File: src/rtl/post_adder_acc.sv
// rtl/post_adder_acc.sv - DSP post-adder / accumulator with P register, overflow and pattern detect
module post_adder_acc #(
  parameter bit          PREG    = 1'b1,
  parameter bit          CREG    = 1'b1,
  parameter bit          CTRLREG = 1'b1,
  parameter logic [47:0] PATTERN = 48'h0,
  parameter logic [47:0] MASK    = 48'h0
) (
  input  logic               CLK,
  input  logic               RSTP,
  input  logic               RSTC,
  input  logic               RSTCTRL,
  input  logic               CEP,
  input  logic               CEC,
  input  logic               CECTRL,
  input  logic signed [42:0] MULT_OUT,
  input  logic        [47:0] C,
  input  logic        [47:0] PCIN,
  input  logic        [3:0]  OPMODE,
  input  logic        [1:0]  ALUMODE,
  input  logic               CARRYIN,
  output logic        [47:0] P,
  output logic        [47:0] PCOUT,
  output logic               OVERFLOW,
  output logic               PATTERNDETECT
);

  logic [47:0]        c_q;
  logic [3:0]         opmode_q;
  logic [1:0]         alumode_q;
  logic               carryin_q;
  logic [47:0]        p_q;
  logic               overflow_q;
  logic               patdet_q;

  logic [47:0]        c_use;
  logic [3:0]         opmode_use;
  logic [1:0]         alumode_use;
  logic               carryin_use;
  logic [47:0]        m_ext;
  logic [47:0]        p_fb;
  logic [47:0]        x_mux;
  logic [47:0]        z_mux;
  logic signed [49:0] exact_d;
  logic [47:0]        res_d;
  logic               overflow_d;
  logic               patdet_d;

  // C operand register; reset only takes effect on clock-enabled cycles
  always_ff @(posedge CLK) begin
    if (CEC) begin
      if (RSTC) c_q <= '0;
      else      c_q <= C;
    end
  end

  // Control register group (OPMODE, ALUMODE, CARRYIN)
  always_ff @(posedge CLK) begin
    if (CECTRL) begin
      if (RSTCTRL) begin
        opmode_q  <= '0;
        alumode_q <= '0;
        carryin_q <= 1'b0;
      end else begin
        opmode_q  <= OPMODE;
        alumode_q <= ALUMODE;
        carryin_q <= CARRYIN;
      end
    end
  end

  assign c_use       = CREG    ? c_q       : C;
  assign opmode_use  = CTRLREG ? opmode_q  : OPMODE;
  assign alumode_use = CTRLREG ? alumode_q : ALUMODE;
  assign carryin_use = CTRLREG ? carryin_q : CARRYIN;

  assign m_ext = {{5{MULT_OUT[42]}}, MULT_OUT};
  // Without a P register the feedback path is tied off to avoid a combinational loop
  assign p_fb  = PREG ? p_q : 48'd0;

  // Operand muxes and the add/subtract with a 50-bit exact result for overflow
  always_comb begin
    x_mux      = '0;
    z_mux      = '0;
    exact_d    = '0;
    res_d      = '0;
    overflow_d = 1'b0;
    patdet_d   = 1'b0;
    case (opmode_use[1:0])
      2'b01:   x_mux = m_ext;
      2'b10:   x_mux = p_fb;
      2'b11:   x_mux = c_use;
      default: x_mux = '0;
    endcase
    case (opmode_use[3:2])
      2'b01:   z_mux = PCIN;
      2'b10:   z_mux = p_fb;
      2'b11:   z_mux = c_use;
      default: z_mux = '0;
    endcase
    if (alumode_use == 2'b11) begin
      exact_d = $signed({{2{z_mux[47]}}, z_mux}) - $signed({{2{x_mux[47]}}, x_mux})
              - $signed({49'd0, carryin_use});
    end else begin
      exact_d = $signed({{2{z_mux[47]}}, z_mux}) + $signed({{2{x_mux[47]}}, x_mux})
              + $signed({49'd0, carryin_use});
    end
    res_d      = exact_d[47:0];
    // The result fits in 48 signed bits only when the top three bits agree
    overflow_d = (exact_d[49:47] != {3{exact_d[47]}});
    patdet_d   = (((res_d ^ PATTERN) & ~MASK) == 48'd0);
  end

  // P group: result, overflow and pattern flag load together so they stay consistent
  always_ff @(posedge CLK) begin
    if (CEP) begin
      if (RSTP) begin
        p_q        <= '0;
        overflow_q <= 1'b0;
        patdet_q   <= 1'b0;
      end else begin
        p_q        <= res_d;
        overflow_q <= overflow_d;
        patdet_q   <= patdet_d;
      end
    end
  end

  assign P             = PREG ? p_q        : res_d;
  assign PCOUT         = P;
  assign OVERFLOW      = PREG ? overflow_q : overflow_d;
  assign PATTERNDETECT = PREG ? patdet_q   : patdet_d;

endmodule

File: config.mk
export PLATFORM = sky130hd
export DESIGN_NAME = post_adder_acc
export DESIGN_NICKNAME = d
export VERILOG_FILES = /design/src/rtl/post_adder_acc.sv
export SDC_FILE = /design/constraint.sdc
export NUM_CORES = 1
export LEC_CHECK = 0
export BUFFER_PORTS_ARGS = -buffer_cell sky130_fd_sc_hd__buf_4
export CORE_MARGIN = 8
export CORE_UTILIZATION = 58
export DETAILED_ROUTE_END_ITERATION = 6
export PLACE_DENSITY = 0.83
export REMOVE_ABC_BUFFERS = 1
export SETUP_SLACK_MARGIN = 0.05
export SKIP_CTS_REPAIR_TIMING = 1
export SLEW_MARGIN = 20
export SYNTH_ARGS = -nofsm -noshare
export SYNTH_HDL_FRONTEND = slang
export SYNTH_SLANG_ARGS = --single-unit
File: constraint.sdc
create_clock -name CLK -period 6.4 [get_ports CLK]
set_input_delay 0.64 -clock CLK [delete_from_list [all_inputs] [get_ports CLK]]
set_output_delay 0.64 -clock CLK [all_outputs]
set_load 0.03 [all_outputs]
==> results.json <==
{
  "synth_edf_count": 105,
  "avgSynthCellArea_sq_um": 8.46,
  "slew_violations": 0,
  "cpMaxStageDelayCell": "edfxtp_1",
  "p_leak_nw": 6.82,
  "required_ns": 6.59,
  "vias_per_cell": 6.29,
  "postSynthCellCount": 1558,
  "cts_root_buf": "clkbuf_16",
  "grt_max_degree": 59,
  "h-tree-depth": 3,
  "grt-ovfl-total": 0,
  "final_hold_viol_count": 0,
  "crit_arrival_ns": 6.13,
  "finalClockSkew_ns": 0.0128,
  "yosysSeqAreaShare_pct": 23.9,
  "fill_cells": 1891,
  "grt_setup_unrepaired": "no",
  "area_growth_pct": 15.4,
  "crit_path_max_fanout": 19,
  "place.gp.congestion": 1.03,
  "clk_pin_slew_ns": 0.08,
  "final_layout_size_suffix_gt1_share_pct": 23.7,
  "synth_cell_types": 84,
  "async_reset_ff_share_pct": 0,
  "cts.sinks": 105,
  "p_int_mw": 2.40,
  "setup_viol": 0,
  "drtAntennaViolNets": 0,
  "start_kind": "flip-flop",
  "p_sw_mw": 2.33,
  "power_frac_comb_pct": 67.7,
  "grt_pass1_wl_um": 67500,
  "cts-buffers-inserted": 9,
  "ys_seq_elements": 105,
  "core_area_sq_um": 22500,
  "path_cells": "nor2b_4 > buf_4 > a22o_1 > ha_1 > inv_1 > ha_1 > nand2_1 > o21ai_0 > a21oi_1 > o31a_2 > xnor2_1 > nor2_1 > a21oi_1 > nor4bb_1 > nand4_1 > nor4_1 > and4_1 > nand4_1 > nor4_1",
  "ys_warn_count": 0,
  "fin_crit_ns": 5.94,
  "dpl.hpwl_um": 34200,
  "place_ws_ns": 0.598,
  "crit_family": "simple AND/OR/NAND/NOR gates",
  "end_kind": "flip-flop",
  "seq_area_sq_um": 3150,
  "synth_ff_type": "edfxtp_1",
  "worst_pin_slew_ns": 0.765,
  "antenna_found_initial": 0,
  "hold_path_class": "input pin to flip-flop",
  "die_w_um": 167,
  "die_h_um": 167,
  "vias": 12651,
  "cts_tree": "built",
  "cpPeakStageDelay_ns": 0.74,
  "rows": 55,
  "drc_errors": 0,
  "swShare_pct": 49.3,
  "io_buffers": 250,
  "seqPwrFrac_pct": 20.4,
  "relSlewSlack_pct": 49.0,
  "worst_slack_ns": 0.460,
  "drt_iter0_markers": 1277,
  "wl_um": 42900,
  "ir_drop_mv": 0.214,
  "maxCapViolCount": 0,
  "power_frac_clock_pct": 11.9,
  "clk_latency_ns": 0.37,
  "final_nets": 2018,
  "netlist_area_sq_um": 13200,
  "worst-path-buf-inv": 2,
  "worst-setup-path-type": "flip-flop to flip-flop",
  "status": "finished, final reports clean",
  "powerDensity_nw_per_um2": 311,
  "multiInputGateArea_sq_um": 8860,
  "antennaDiodeCount": 0,
  "clock_path_buffers": 2,
  "setup_tns_ns": 0,
  "grt.total_usage_pct": 29.7,
  "dieArea_sq_um": 27800,
  "io_pins": 251,
  "start_util_pct": 58.6,
  "wl_per_cell_um": 21.3,
  "grt_pass1_vias": 12647,
  "fmax_mhz": 168,
  "firstDrtPassIters": 7,
  "fin_crit_sh_pct": 92.8
}
==> power groups by stage <==
| stage | clock (mW) | sequential (mW) | combinational, mW |
|---|---|---|---|
| 3_3_place_gp | 0 | 0.974 | 3.11 |
| 3_5_place_dp | 0 | 0.979 | 3.13 |
| 4_1_cts | 0.564 | 0.965 | 3.14 |
| 5_1_grt | 0.591 | 0.978 | 3.46 |
| 6_report | 0.564 | 0.967 | 3.21 |
| 2_1_floorplan | 0 | 1.19 | 2.03 |
==> per-stage QoR <==
step / instance area, sq um / hold slack (ns) / total power [mW] / instances / util, %
3_3_place_gp: 14900 / 0.917 / 4.08 / 1996 / 66.4
4_1_cts: 15200 / 0.552 / 4.67 / 2012 / 67.6
2_1_floorplan: 12600 / 0.752 / 3.22 / 1446 / -
5_1_grt: 15200 / 0.550 / 5.03 / 2012 / 67.6
3_5_place_dp: 14900 / 0.930 / 4.11 / 1996 / 66.4
6_report: 15200 / 0.555 / 4.74 / 2012 / 67.6
==> layer usage <==
layer	wire length, um	GRT usage [%]
met1	18300	38.9
met2	19300	48.5
met3	4090	6.34
met4	1150	8.73
met5	0	0
==> cell type report <==
type | count | share of cell area, %
Timing Repair Buffer | 265 | 13.1
Clock inverter | 7 | 0.354
Multi-Input combinational cell | 1187 | 58.2
Sequential cell | 105 | 20.7
Tap cell | 285 | 2.34
Inverter | 154 | 3.80
Clock buffer | 9 | 1.48
==> cells in the mapped netlist (all sizes together) (14+ instances only) <==
library cell | count | share of area, %
nand4 | 16 | 0.76
a22o | 51 | 3.4
nor4 | 18 | 0.85
a21o | 29 | 1.7
o21ai | 65 | 2.6
buf | 65 | 3.3
nor2 | 120 | 3.4
nand3 | 21 | 0.84
nor2b | 83 | 3.9
nand2b | 17 | 0.81
nor3 | 30 | 1.2
mux2 | 89 | 7.6
inv | 154 | 4.4
a21oi | 128 | 4.9
clkbuf | 47 | 1.3
edfxtp | 105 | 24
nand2 | 80 | 2.3
xnor2 | 66 | 4.4
a22oi | 46 | 2.6
ha | 139 | 13
a31oi | 14 | 0.71
xor2 | 17 | 1.1
==> path summary, 6_finish.rpt <==
kind         slack (ns)  cells past startpoint       endpoint          from
max reg2reg        0.46                     19  PATTERNDETECT   opmode_q[1]
max                0.46                     19  PATTERNDETECT   opmode_q[1]
min reg2reg        0.98                      4           P[3]  alumode_q[1]
min                0.55                      1    opmode_q[0]        CECTRL
==> state kept, by name (all words and copies together) (netlist names) <==
| register | cells |
|---|---|
| P | 48 |
| c_q | 48 |
| opmode_q | 4 |
| alumode_q | 2 |
| OVERFLOW | 1 |
| PATTERNDETECT | 1 |
| carryin_q | 1 |
==> worst reg2reg max path: stages (launching register included) <==
cell and delay, ns:
edfxtp_1 0.74, nor2b_4 0.56, buf_4 0.36, a22o_1 0.25
ha_1 0.28, inv_1 0.10, ha_1 0.41, nand2_1 0.15
o21ai_0 0.49, a21oi_1 0.16, o31a_2 0.39, xnor2_1 0.13
nor2_1 0.18, a21oi_1 0.10, nor4bb_1 0.40, nand4_1 0.21
nor4_1 0.30, and4_1 0.24, nand4_1 0.10, nor4_1 0.23
==> logic make-up after synthesis <==
logic type,synth area share (%)
simple gates,16.7
xor+xnor,5.51
mux,8.38
fa+ha+maj,13.8
flops,23.9
compound gates,22.6
buf+inv,9.02
==> cells in the final DEF (no fill, tap or decap), drive strengths merged, types with 6 or more instances in the layout <==
cell type,instances
a211oi,13
a21boi,6
a21o,29
a21oi,128
a22o,51
a22oi,46
a31oi,14
and2,6
and3,7
buf,265
clkbuf,9
edfxtp,105
ha,139
inv,157
mux2,89
mux2i,9
nand2,80
nand2b,17
nand3,21
nand4,16
nor2,120
nor2b,83
nor3,30
nor4,18
o21a,8
o21ai,65
o21bai,9
o31ai,13
or2,6
or3,7
xnor2,66
xor2,17
Power figures use the tool's default switching activity.
